==> config.mk <==
export PLATFORM = sky130hd
export DESIGN_NAME = pe_operand_feeder
export DESIGN_NICKNAME = d
export VERILOG_FILES = /design/src/rtl/pe_pkg.sv /design/src/rtl/pe_operand_feeder_skew_delay_line.sv /design/src/rtl/pe_operand_feeder.sv
export SDC_FILE = /design/constraint.sdc
export NUM_CORES = 1
export LEC_CHECK = 0
export CAP_MARGIN = 30
export CORE_MARGIN = 8
export CORE_UTILIZATION = 30
export CTS_CLUSTER_DIAMETER = 40
export CTS_CLUSTER_SIZE = 8
export DETAILED_ROUTE_END_ITERATION = 12
export MAX_ROUTING_LAYER = met4
export PLACE_DENSITY = 0.86
export RECOVER_POWER = 50
export SKIP_CTS_REPAIR_TIMING = 1
export SLEW_MARGIN = 10
export SYNTH_ARGS = -nofsm -noshare
export SYNTH_HDL_FRONTEND = slang
export SYNTH_SLANG_ARGS = --single-unit
==> constraint.sdc <==
create_clock -name clk -period 0.9 [get_ports clk]
set_clock_uncertainty 0.1 [all_clocks]
set_input_delay 0.135 -clock clk [delete_from_list [all_inputs] [get_ports clk]]
set_output_delay 0.135 -clock clk [all_outputs]
set_load 0.05 [all_outputs]
==> src/rtl/pe_pkg.sv <==
// Shared types for the pe operand feeder: default widths, feeder FSM state
// encoding and the per-lane beat record that travels down the skew lines.
package pe_pkg;

    localparam int unsigned D_W_DEFAULT     = 8;
    localparam int unsigned D_W_ACC_DEFAULT = 32;

    typedef enum logic [1:0] {
        IDLE     = 2'd0,  // accumulator clean, nothing open
        ACTIVE   = 2'd1,  // dot product open
        BOUNDARY = 2'd2   // s_last accepted on the previous edge
    } feeder_state_t;

    // One lane's worth of PE input. occ marks a data or flush beat; bubbles
    // leave it clear so they never keep busy asserted.
    typedef struct packed {
        logic [D_W_DEFAULT-1:0] a;
        logic [D_W_DEFAULT-1:0] b;
        logic                   init;
        logic                   occ;
    } beat_t;

    localparam beat_t BEAT_ZERO = '0;

    function automatic beat_t make_beat(input logic [D_W_DEFAULT-1:0] a,
                                        input logic [D_W_DEFAULT-1:0] b,
                                        input logic                   init,
                                        input logic                   occ);
        beat_t r;
        r.a    = a;
        r.b    = b;
        r.init = init;
        r.occ  = occ;
        return r;
    endfunction

endpackage

==> src/rtl/pe_operand_feeder_skew_delay_line.sv <==
// skew_delay_line: DEPTH-stage shift register of beat records used to
// stagger one lane of the feeder output. occ_o reports whether any stage
// currently holds a data or flush beat.
module skew_delay_line
    import pe_pkg::*;
#(
    parameter int unsigned DEPTH = 1
) (
    input  logic  clk,
    input  logic  rst,
    input  beat_t beat_i,
    output beat_t beat_o,
    output logic  occ_o
);

    beat_t stage_q [DEPTH];

    // Shift one stage per cycle; reset wipes every stage at once.
    always_ff @(posedge clk) begin
        if (rst) begin
            for (int k = 0; k < int'(DEPTH); k++) begin
                stage_q[k] <= BEAT_ZERO;
            end
        end else begin
            stage_q[0] <= beat_i;
            for (int k = 1; k < int'(DEPTH); k++) begin
                stage_q[k] <= stage_q[k-1];
            end
        end
    end

    assign beat_o = stage_q[DEPTH-1];

    // Occupancy is the OR of every stage's occ flag.
    always_comb begin
        occ_o = 1'b0;
        for (int k = 0; k < int'(DEPTH); k++) begin
            occ_o = occ_o | stage_q[k].occ;
        end
    end

endmodule

==> src/rtl/pe_operand_feeder.sv <==
// pe_operand_feeder: turns a valid/ready stream of dot-product operand beats
// into the in_a/in_b/init sequence a row of pe elements expects. Zero bubbles
// fill idle cycles and a trailing flush init drains the last sum.
// Optional feature macro: PE_FEEDER_SKEW_EN delays lane i by i cycles.
//
// Handshake: a beat transfers on a rising edge where s_valid && s_ready.
// s_ready is simply !rst, so the feeder never back-pressures; s_a/s_b/s_last
// are only looked at on transfer edges.
module pe_operand_feeder
    import pe_pkg::*;
#(
    parameter int unsigned D_W = D_W_DEFAULT,
    parameter int unsigned N   = 4
) (
    input  logic               clk,
    input  logic               rst,
    input  logic               s_valid,
    output logic               s_ready,
    input  logic [N*D_W-1:0]   s_a,
    input  logic [N*D_W-1:0]   s_b,
    input  logic               s_last,
    output logic [N*D_W-1:0]   out_a,
    output logic [N*D_W-1:0]   out_b,
    output logic [N-1:0]       out_init,
    output logic               busy,
    output feeder_state_t      dbg_state
);

    feeder_state_t state_q;
    beat_t         emit_q    [N];
    beat_t         lane_beat [N];
    logic          accept;
    logic          mark_init;

    assign s_ready   = ~rst;
    assign accept    = s_valid & s_ready;
    assign dbg_state = state_q;

    // Every beat leaving BOUNDARY carries init, whether data or flush.
    always_comb begin
        mark_init = (state_q == BOUNDARY);
    end

    // Feeder FSM plus the registered lane-0 emission for every lane's operand.
    always_ff @(posedge clk) begin
        if (rst) begin
            state_q <= IDLE;
            for (int i = 0; i < int'(N); i++) begin
                emit_q[i] <= BEAT_ZERO;
            end
        end else begin
            for (int i = 0; i < int'(N); i++) begin
                emit_q[i] <= make_beat(accept ? s_a[i*D_W +: D_W] : '0,
                                       accept ? s_b[i*D_W +: D_W] : '0,
                                       mark_init,
                                       accept | mark_init);
            end
            case (state_q)
                IDLE: begin
                    if (accept) begin
                        state_q <= s_last ? BOUNDARY : ACTIVE;
                    end
                end
                ACTIVE: begin
                    if (accept && s_last) begin
                        state_q <= BOUNDARY;
                    end
                end
                BOUNDARY: begin
                    if (accept) begin
                        state_q <= s_last ? BOUNDARY : ACTIVE;
                    end else begin
                        state_q <= IDLE;
                    end
                end
                default: begin
                    state_q <= IDLE;
                end
            endcase
        end
    end

`ifdef PE_FEEDER_SKEW_EN
    logic [N-1:0] lane_occ;

    assign lane_beat[0] = emit_q[0];
    assign lane_occ[0]  = emit_q[0].occ;

    // Lane i sees its operand i cycles after lane 0 to form a wavefront.
    for (genvar i = 1; i < int'(N); i++) begin : g_skew
        skew_delay_line #(
            .DEPTH (i)
        ) u_skew (
            .clk    (clk),
            .rst    (rst),
            .beat_i (emit_q[i]),
            .beat_o (lane_beat[i]),
            .occ_o  (lane_occ[i])
        );
    end

    // Busy while a dot product is open or any beat is still in flight.
    always_comb begin
        busy = (state_q != IDLE) | (|lane_occ);
    end
`else
    logic [N-1:0] unused_occ;

    // All lanes come straight off the emission register.
    for (genvar i = 0; i < int'(N); i++) begin : g_flat
        assign lane_beat[i]  = emit_q[i];
        assign unused_occ[i] = emit_q[i].occ;
    end

    // Without skew stages, busy follows the FSM alone.
    always_comb begin
        busy = (state_q != IDLE);
    end
`endif

    // Pack per-lane beats onto the flat PE-facing buses.
    always_comb begin
        out_a    = '0;
        out_b    = '0;
        out_init = '0;
        for (int i = 0; i < int'(N); i++) begin
            out_a[i*D_W +: D_W] = lane_beat[i].a;
            out_b[i*D_W +: D_W] = lane_beat[i].b;
            out_init[i]         = lane_beat[i].init;
        end
    end

endmodule
== Word level (Yosys, flattened, before mapping) ==
Memory sizes are Yosys's and may differ from the RTL's.
Index checks and enable logic that the tools add are counted.
Operators by class
  equal/unequal tests: 4
  multiplexer cells: 20
  bitwise logic cells: 7
  reductions and logical operators: 4
Operators with widths (count)
  $mux 18: 4
  $mux 8: 8
  $mux 2: 4
  $pmux 2 s3: 1
  $or 1x1->1: 5
  $ne 2x2->1 const B: 2
  $mux 1: 3
  $eq 2x1->1 const B: 1
  $eq 2x2->1 const B: 1
  $logic_not 2->1: 1
  $reduce_and 2->1: 1
  $reduce_bool 2->1: 1
  $and 1x1->1: 1
  $logic_and 1x1->1: 1
  $not 1->1: 1
Word-level totals
  register bits: 2
  memory bits (writable): 72
  output and inout bits: 72
  logic and storage cells: 37
  memories: 1
Memory list
  emit_q: depth 4, bits a word 18, read ports 4, clocked after memory_dff 0, wr ports 4, RTL line pe_operand_feeder.sv:30  | beat_t emit_q [N];

== Logic depth before layout (Yosys ltp) ==
Gate-level depths: netlist of run 1.
  depth in word-level cells: 5
  gate-level depth with buffers: 4
  mapped depth without buffers: 2

== Least setup slack after synthesis of run 1 ==
OpenSTA, ideal clock, no wires.
  path type: reg2reg
  start point: reg state_q[0], in the netlist dbg_state[0]
  end point: reg state_q[0], in the netlist dbg_state[0]
  setup time: 112 ps
  data arrival time: 1064 ps
  setup slack: -376 ps
  cell stages (with the launch flop): 3
  cell sequence: dfxtp_1 > nor2_1 > a2111oi_1
Between the ends
  cells in the longest elaborated chain, start to end: 3
  elaborated cells on any way between the ends: 7
Ends and longest elaborated chain
  start, declared: RTL line pe_operand_feeder.sv:29  | feeder_state_t state_q;
  start signal, assigned: RTL line pe_operand_feeder.sv:61  | state_q <= s_last ? BOUNDARY : ACTIVE;
  start signal, assigned: RTL line pe_operand_feeder.sv:71  | state_q <= s_last ? BOUNDARY : ACTIVE;
  $eq 2x1->1 / $logic_not 2->1 (equally long branches): RTL line pe_operand_feeder.sv:58  | case (state_q)
  $ne 2x2->1 (no line)
  $reduce_and 2->1 (no line)
Several ways; a longest one is shown, not always the timed one.
A chain may end at the register's enable or synchronous reset.

== Worst setup path after layout of run 1 ==
  start point: reg state_q[1], in the netlist dbg_state[1]
  end point: out busy
Between the ends
  cells in the longest elaborated chain, start to end: 1
Ends and longest elaborated chain
  $reduce_bool 2->1: RTL line pe_operand_feeder.sv:117  | busy = (state_q != IDLE);
  end, declared: RTL line pe_operand_feeder.sv:25  | output logic busy,
No other way between the ends.

==> results of run 1 <==
[how the worst min path moves through the flow]
stage | end | slack, ns
floorplan | dbg_state[0] | 0.10
global placement | emit_q[0][1] | 0.33
detailed placement | emit_q[0][1] | 0.34
CTS | emit_q[1][7] | 0.25
global route | dbg_state[0] | 0.06
finish | dbg_state[0] | 0.07
[worst min-delay path: stages]
cell and delay [ns]:
dlymetal6s2s_1 0.12, buf_4 0.14, a2111oi_4 0.06
[metrics by stage]
stage	TNS, ns	hold slack, ns
floorplan	-0.2254	0.1008
global placement	-27.86	0.3340
detailed placement	-30.51	0.3429
CTS	-21.59	0.2494
global route	-14.19	0.05715
finish	-10.56	0.07225
[power groups by stage]
stage / sequential (uW) / combinational (uW) / clock [uW]
CTS: 3190 / 1470 / 2510
finish: 3210 / 1480 / 2440
global route: 3220 / 1540 / 2690
global placement: 3250 / 1440 / 0
floorplan: 3610 / 169 / 0
detailed placement: 3260 / 1460 / 0
[final cells by class]
| type | instances | area share [%] |
|---|---|---|
| Tap cell | 75 | 2.133 |
| Timing Repair Buffer | 151 | 50.00 |
| Multi-Input combinational cell | 71 | 10.84 |
| Clock buffer | 12 | 3.299 |
| Inverter | 1 | 0.08532 |
| Clock inverter | 4 | 1.081 |
| Sequential cell | 67 | 32.57 |
[synth_stat cells]
library cell	n	area, sq um
a2111oi_1	1	10.01
and2_1	65	406.6
and3b_1	1	8.760
buf_4	9	67.56
clkbuf_1	1	3.750
dfxtp_1	67	1341
inv_1	1	3.750
nor2_1	1	3.750
nor2b_2	1	8.760
nor3b_1	1	7.510
or2_2	1	6.260
[per-layer routing]
metal  vias to the layer above  wire length [um]
li1                        750                 -
met1                       762              2497
met2                        97              3766
met3                         6               705
met4                         0                76
met5                         -                 0
[state kept, by name (all words and copies together), names as in the netlist]
signal     cells
emit_q        65
dbg_state      2
[placed cells by master (no fill, tap or decap)]
cell / n
nor2b_2: 1
or2_4: 1
nor3b_1: 1
clkdlybuf4s50_1: 65
buf_8: 1
and2_1: 62
clkbuf_8: 10
inv_4: 2
clkbuf_4: 1
clkbuf_2: 1
clkbuf_1: 4
clkinv_2: 1
buf_6: 2
nor2_2: 1
dfxtp_4: 3
buf_12: 71
and3b_1: 1
and2_0: 2
a2111oi_4: 1
and2_4: 1
buf_4: 6
dlymetal6s2s_1: 2
dfxtp_2: 64
inv_2: 1
bufinv_16: 1
[cells by family after synthesis]
group | count (synthesis) | share of synthesized area, %
AO/OA/AOI/OAI | 1 | 0.5359
buffers and inverters | 11 | 4.018
flip-flops | 67 | 71.80
AND/OR/NAND/NOR | 70 | 23.64
==> key figures, run 1 <==
Floorplan
  – I/O pins: 140
  – Starting Density: 31.37%
  – Die X: 94.91 um
  – Core Area: 0.005956 sq mm
  – FP Rows: 28
  – Die Y-Extent: 94.91 um
  – Die area: 0.009008 sq mm

Pwr
  – Power share of the clock group: 34.2%
  – Sw Share: 25.82%
  – Share of power burned in registers: 45.0%
  – Int Pwr: 5290 uW
  – Power per cell area: 1621 mW/mm^2
  – Total Power: 7132 uW
  – Net Switching: 1842 uW
  – Leakage: 0.001829 uW
  – VDD IR max: 974.3 uV
  – Combinational share of power: 20.8%

Min path
  – Hold_sp: s_valid
  – Hold Path Class: input port to flop
  – Hold path depth: 3

Placement
  – Port bufs: 139
  – Dpl cell area: 0.004096 sq mm
  – Placed cell count: 360
  – Pre-CTS setup slack: -0.4818 ns
  – Placer's final routability congestion estimate: 0.7434
  – HPWL after detailed placement: 5.029 mm

Timing
  – Slew headroom: 80.51%
  – Worst Slack Setup Final: -0.4054 ns
  – Tcrit/Tclk final: 145.0%
  – Slew Viols, Final: 0
  – Unrepaired setup endpoints after global routing: yes
  – Setup violators final: 74
  – Tmin final: 1.305 ns
  – F_max: 766.1 MHz
  – Final Hold Fails: 0
  – Worst slew pin tran: 0.2923 ns

Finish
  – Diodes inserted: 0
  – Layout cells sized above 1: 55.23%
  – Post-layout util: 73.87%
  – FILL cells: 379
  – Multi-input gate area: 476.7 sq um
  – Sequential Area: 0.001433 sq mm
  – NumNets Final: 369
  – Area grow syn2layout: 135.5%
  – Design area: 0.004399 sq mm
  – Final std cells w/o fill: 381

Critical path
  – CP Class: flop to primary output
  – Crit path DAT: 1.07 ns
  – Reg-to-Reg End: dbg_state[0]
  – Crit. End Element: primary output
  – Crit Reg-Reg Startpoint: dbg_state[0]
  – Startpoint types: flop
  – CP Cell Sequence: or2_4 -> buf_8
  – CP peak stage delay: 0.35 ns
  – WP depth: 2
  – Crit path buf inv count: 1
  – R2R cell count: 2
  – CP required: 0.66 ns
  – CP max stage cell: dfxtp_4
  – CP Capture Point: busy
  – CP delay by family, top: flip-flops
  – R2R Setup Slk: -0.14 ns
  – Worst Setup SP: dbg_state[1]
  – Worst-path fanout max: 3

Outcome
  – Failing checks: negative setup slack
  – Outcome: complete, but fails checks

GRT
  – Tot GR Track Use: 13.83%
  – Largest net degree at the start of global routing: 39
  – First-pass GRT wire length: 8.804 mm
  – Busiest grt layer: met2
  – Grt met2 use: 22.83%
  – Met3 Use GR: 6.984%
  – Initial antenna violation count: 0
  – Met1 GRT Util: 13.70%
  – Gr ovfl total: 0
  – Vias in the first global route: 1618

Drt
  – DRT antenna net count: 0
  – Via Count: 1615
  – Drt via density: 4.239
  – DRT Pass-1 Iters: 6
  – WL/cell: 18.49 um
  – Post-Route WL: 7.045 mm
  – # DRC: 0
  – Initial DRC count: 30

Synth
  – Yosys warns: 0
  – Post-synthesis cell count: 149
  – Syn avg cell area: 12.54 sq um
  – Post-Syn Area: 0.001868 sq mm
  – Cell variety after synth: 11
  – Synthesized Nets: 217
  – Seq/Total Area, Yosys: 71.80%
  – Post-synthesis register bit count: 67

CTS
  – CTS tree: yes
  – Clock sinks: 67
  – Clock slew at reported path FFs: 0.07 ns
  – Clock Path Buffers: 2
  – CTS root buf: clkbuf_8
  – TritonCTS buffer count: 9
  – Clk Latency, worst-skew pair: 0.32 ns
  – Htree depth: 3

Job
  – Max_cap viols: 0
(Power assumes the default switching activity.)
==> run 2: changes to the inputs <==
--- a/config.mk
+++ b/config.mk
@@ -11,7 +11,6 @@
 export CTS_CLUSTER_DIAMETER = 40
 export CTS_CLUSTER_SIZE = 8
 export DETAILED_ROUTE_END_ITERATION = 12
-export MAX_ROUTING_LAYER = met4
 export PLACE_DENSITY = 0.86
 export RECOVER_POWER = 50
 export SKIP_CTS_REPAIR_TIMING = 1
==> run 2 against run 1 <==
Against the previous run: highest routed layer unchanged; non-clock buffer count unchanged; the flow still finishes with violations (negative setup slack); sequential share of layout area hardly changed; sequential power barely moved; critical endpoint unchanged.
==> key figures, run 2 (same netlist as run 1, synthesis figures left out) <==
Drt
  – Via Count: 1611 (was 1615)
  – WL/cell: 18.52 um (was 18.49 um)
  – Initial DRC count: 20 (was 30)
  – Drt via density: 4.228 (was 4.239)
  – Post-Route WL: 7.057 mm (was 7.045 mm)
  – DRT antenna net count: 0 (unchanged)
  – DRT Pass-1 Iters: 6 (unchanged)
  – # DRC: 0 (unchanged)

Finish
  – Post-layout util: 73.82% (was 73.87%)
  – FILL cells: 378 (was 379)
  – Layout cells sized above 1: 55.23% (unchanged)
  – Area grow syn2layout: 135.4% (was 135.5%)
  – Commonest non-fill, non-tap cell in the layout: buf_12 (unchanged)
  – Largest register FFs: 65 (unchanged)
  – Reg with most FFs: emit_q (unchanged)
  – Most frequent cells in the layout: buf_12, clkdlybuf4s50_1, and2_1, dfxtp_2, clkbuf_8 (was buf_12, clkdlybuf4s50_1, dfxtp_2)
  – Diodes inserted: 0 (unchanged)
  – Design area: 0.004397 sq mm (was 0.004399 sq mm)
  – NumNets Final: 369 (unchanged)

Min path
  – Hold path depth: 3 (unchanged)
  – Hold Path Class: input port to flop (unchanged)

CTS
  – Clock slew at reported path FFs: 0.07 ns (about the same)
  – Htree depth: 3 (unchanged)
  – Clock sinks: 67 (unchanged)
  – CTS tree: yes (unchanged)
  – Clk Latency, worst-skew pair: 0.32 ns (about the same)
  – CTS root buf: clkbuf_8 (unchanged)
  – Clock Path Buffers: 2 (unchanged)
  – TritonCTS buffer count: 9 (unchanged)

GRT
  – Vias in the first global route: 1603 (was 1618)
  – Grt met2 use: 22.83% (unchanged)
  – First-pass GRT wire length: 8.866 mm (was 8.804 mm)
  – Met3 Use GR: 7.143% (was 6.984%)
  – Initial antenna violation count: 0 (unchanged)
  – Met1 GRT Util: 13.60% (was 13.70%)
  – Tot GR Track Use: 13.42% (was 13.83%)
  – Largest net degree at the start of global routing: 39 (unchanged)
  – Gr ovfl total: 0 (unchanged)
  – Busiest grt layer: met2 (unchanged)

Timing
  – Minimum hold slack: 0.06820 ns (was 0.07225 ns)
  – Worst slew pin tran: 0.2888 ns (was 0.2923 ns)
  – Setup violators final: 81 (was 74)
  – Worst Slack Setup Final: -0.4096 ns (was -0.4054 ns)
  – F_max: 763.6 MHz (was 766.1 MHz)
  – Slew Viols, Final: 0 (unchanged)
  – Unrepaired setup endpoints after global routing: yes (unchanged)
  – Final Hold Fails: 0 (unchanged)
  – Slew headroom: 80.75% (was 80.51%)
  – Tcrit/Tclk final: 145.5% (was 145.0%)
  – Tmin final: 1.310 ns (was 1.305 ns)

Floorplan
  – Starting Density: 31.37% (unchanged)
  – FP Rows: 28 (unchanged)
  – Die area: 0.009008 sq mm (unchanged)
  – Core Area: 0.005956 sq mm (unchanged)
  – Die Y-Extent: 94.91 um (unchanged)
  – Die X: 94.91 um (unchanged)
  – I/O pins: 140 (unchanged)

Placement
  – HPWL after detailed placement: 5.029 mm (unchanged)
  – Port bufs: 139 (unchanged)
  – Placer's final routability congestion estimate: 0.7344 (was 0.7434)
  – Dpl cell area: 0.004096 sq mm (unchanged)

Pwr
  – Power per cell area: 1627 mW/mm^2 (was 1621 mW/mm^2)
  – Leakage: 0.001831 uW (was 0.001829 uW)
  – VDD IR max: 974.9 uV (was 974.3 uV)

Critical path
  – CP peak stage delay: 0.35 ns (about the same)
  – WP depth: 2 (unchanged)
  – CP delay by family, top: flip-flops (unchanged)
  – Worst-path fanout max: 3 (unchanged)
  – Startpoint types: flop (unchanged)
  – CP Cell Sequence: or2_4 -> buf_8 (unchanged)
  – Crit. End Element: primary output (unchanged)
  – CP max stage cell: dfxtp_4 (unchanged)
  – R2R cell count: 2 (unchanged)
  – Crit path buf inv count: 1 (unchanged)
  – Crit path DAT: 1.07 ns (about the same)
  – CP Class: flop to primary output (unchanged)
  – CP required: 0.66 ns (about the same)

Job
  – Max_cap viols: 0 (unchanged)

Outcome
  – Outcome: complete, but fails checks (unchanged)
  – Failing checks: negative setup slack (unchanged)
[run 2: cell count changes in the layout (fill, tap and decap cells not counted)]
cell / delta
buf_2: +2
and2_0: -2
clkbuf_4: -1
clkbuf_2: -1
and2_1: +2
[run 2: worst paths after layout]
path	from	to	slack, ns
max	dbg_state[1]	busy	-0.41
min	s_valid	dbg_state[0]	0.07
max reg2reg	dbg_state[0]	dbg_state[0]	-0.14
min reg2reg	dbg_state[0]	emit_q[0][1]	0.34
[run 2: metal layers]
metal | vias up | part of all wire (%)
li1 | 749 | -
met1 | 758 | 36
met2 | 96 | 53
met3 | 8 | 9.9
met4 | 0 | 1.3
met5 | - | 0
[run 2: through the flow]
step | TNS [ns] | worst slack [ns] | std cells | power [uW]
after detailed placement | -30.51 | -0.4818 | 360 | 4718
after CTS | -21.59 | -0.4611 | 376 | 7165
after floorplan | -0.2254 | -0.08855 | 149 | 3781
after global routing | -14.63 | -0.4538 | 381 | 7447
after global placement | -27.86 | -0.4250 | 360 | 4684
final | -10.98 | -0.4096 | 381 | 7153
[run 2: power by group]
group,switching [uW],internal [uW]
Clock,1100,1360
Sequential,106,3110
Combinational,658,826
[run 2: cell type report]
cell class | instances | area [sq um] | share of cell area, %
clock buffers | 12 | 145.1 | 3.301
clock inverters | 4 | 47.55 | 1.081
flip-flops and latches | 67 | 1433 | 32.58
inverters | 1 | 3.754 | 0.08537
repair buffers | 151 | 2197 | 49.97
well taps | 75 | 93.84 | 2.134
multi-input cells | 71 | 476.7 | 10.84
[run 2: worst min-delay path, cell delays in order]
cell            delay (ns)
dlymetal6s2s_1        0.12
buf_4                 0.14
a2111oi_4             0.06
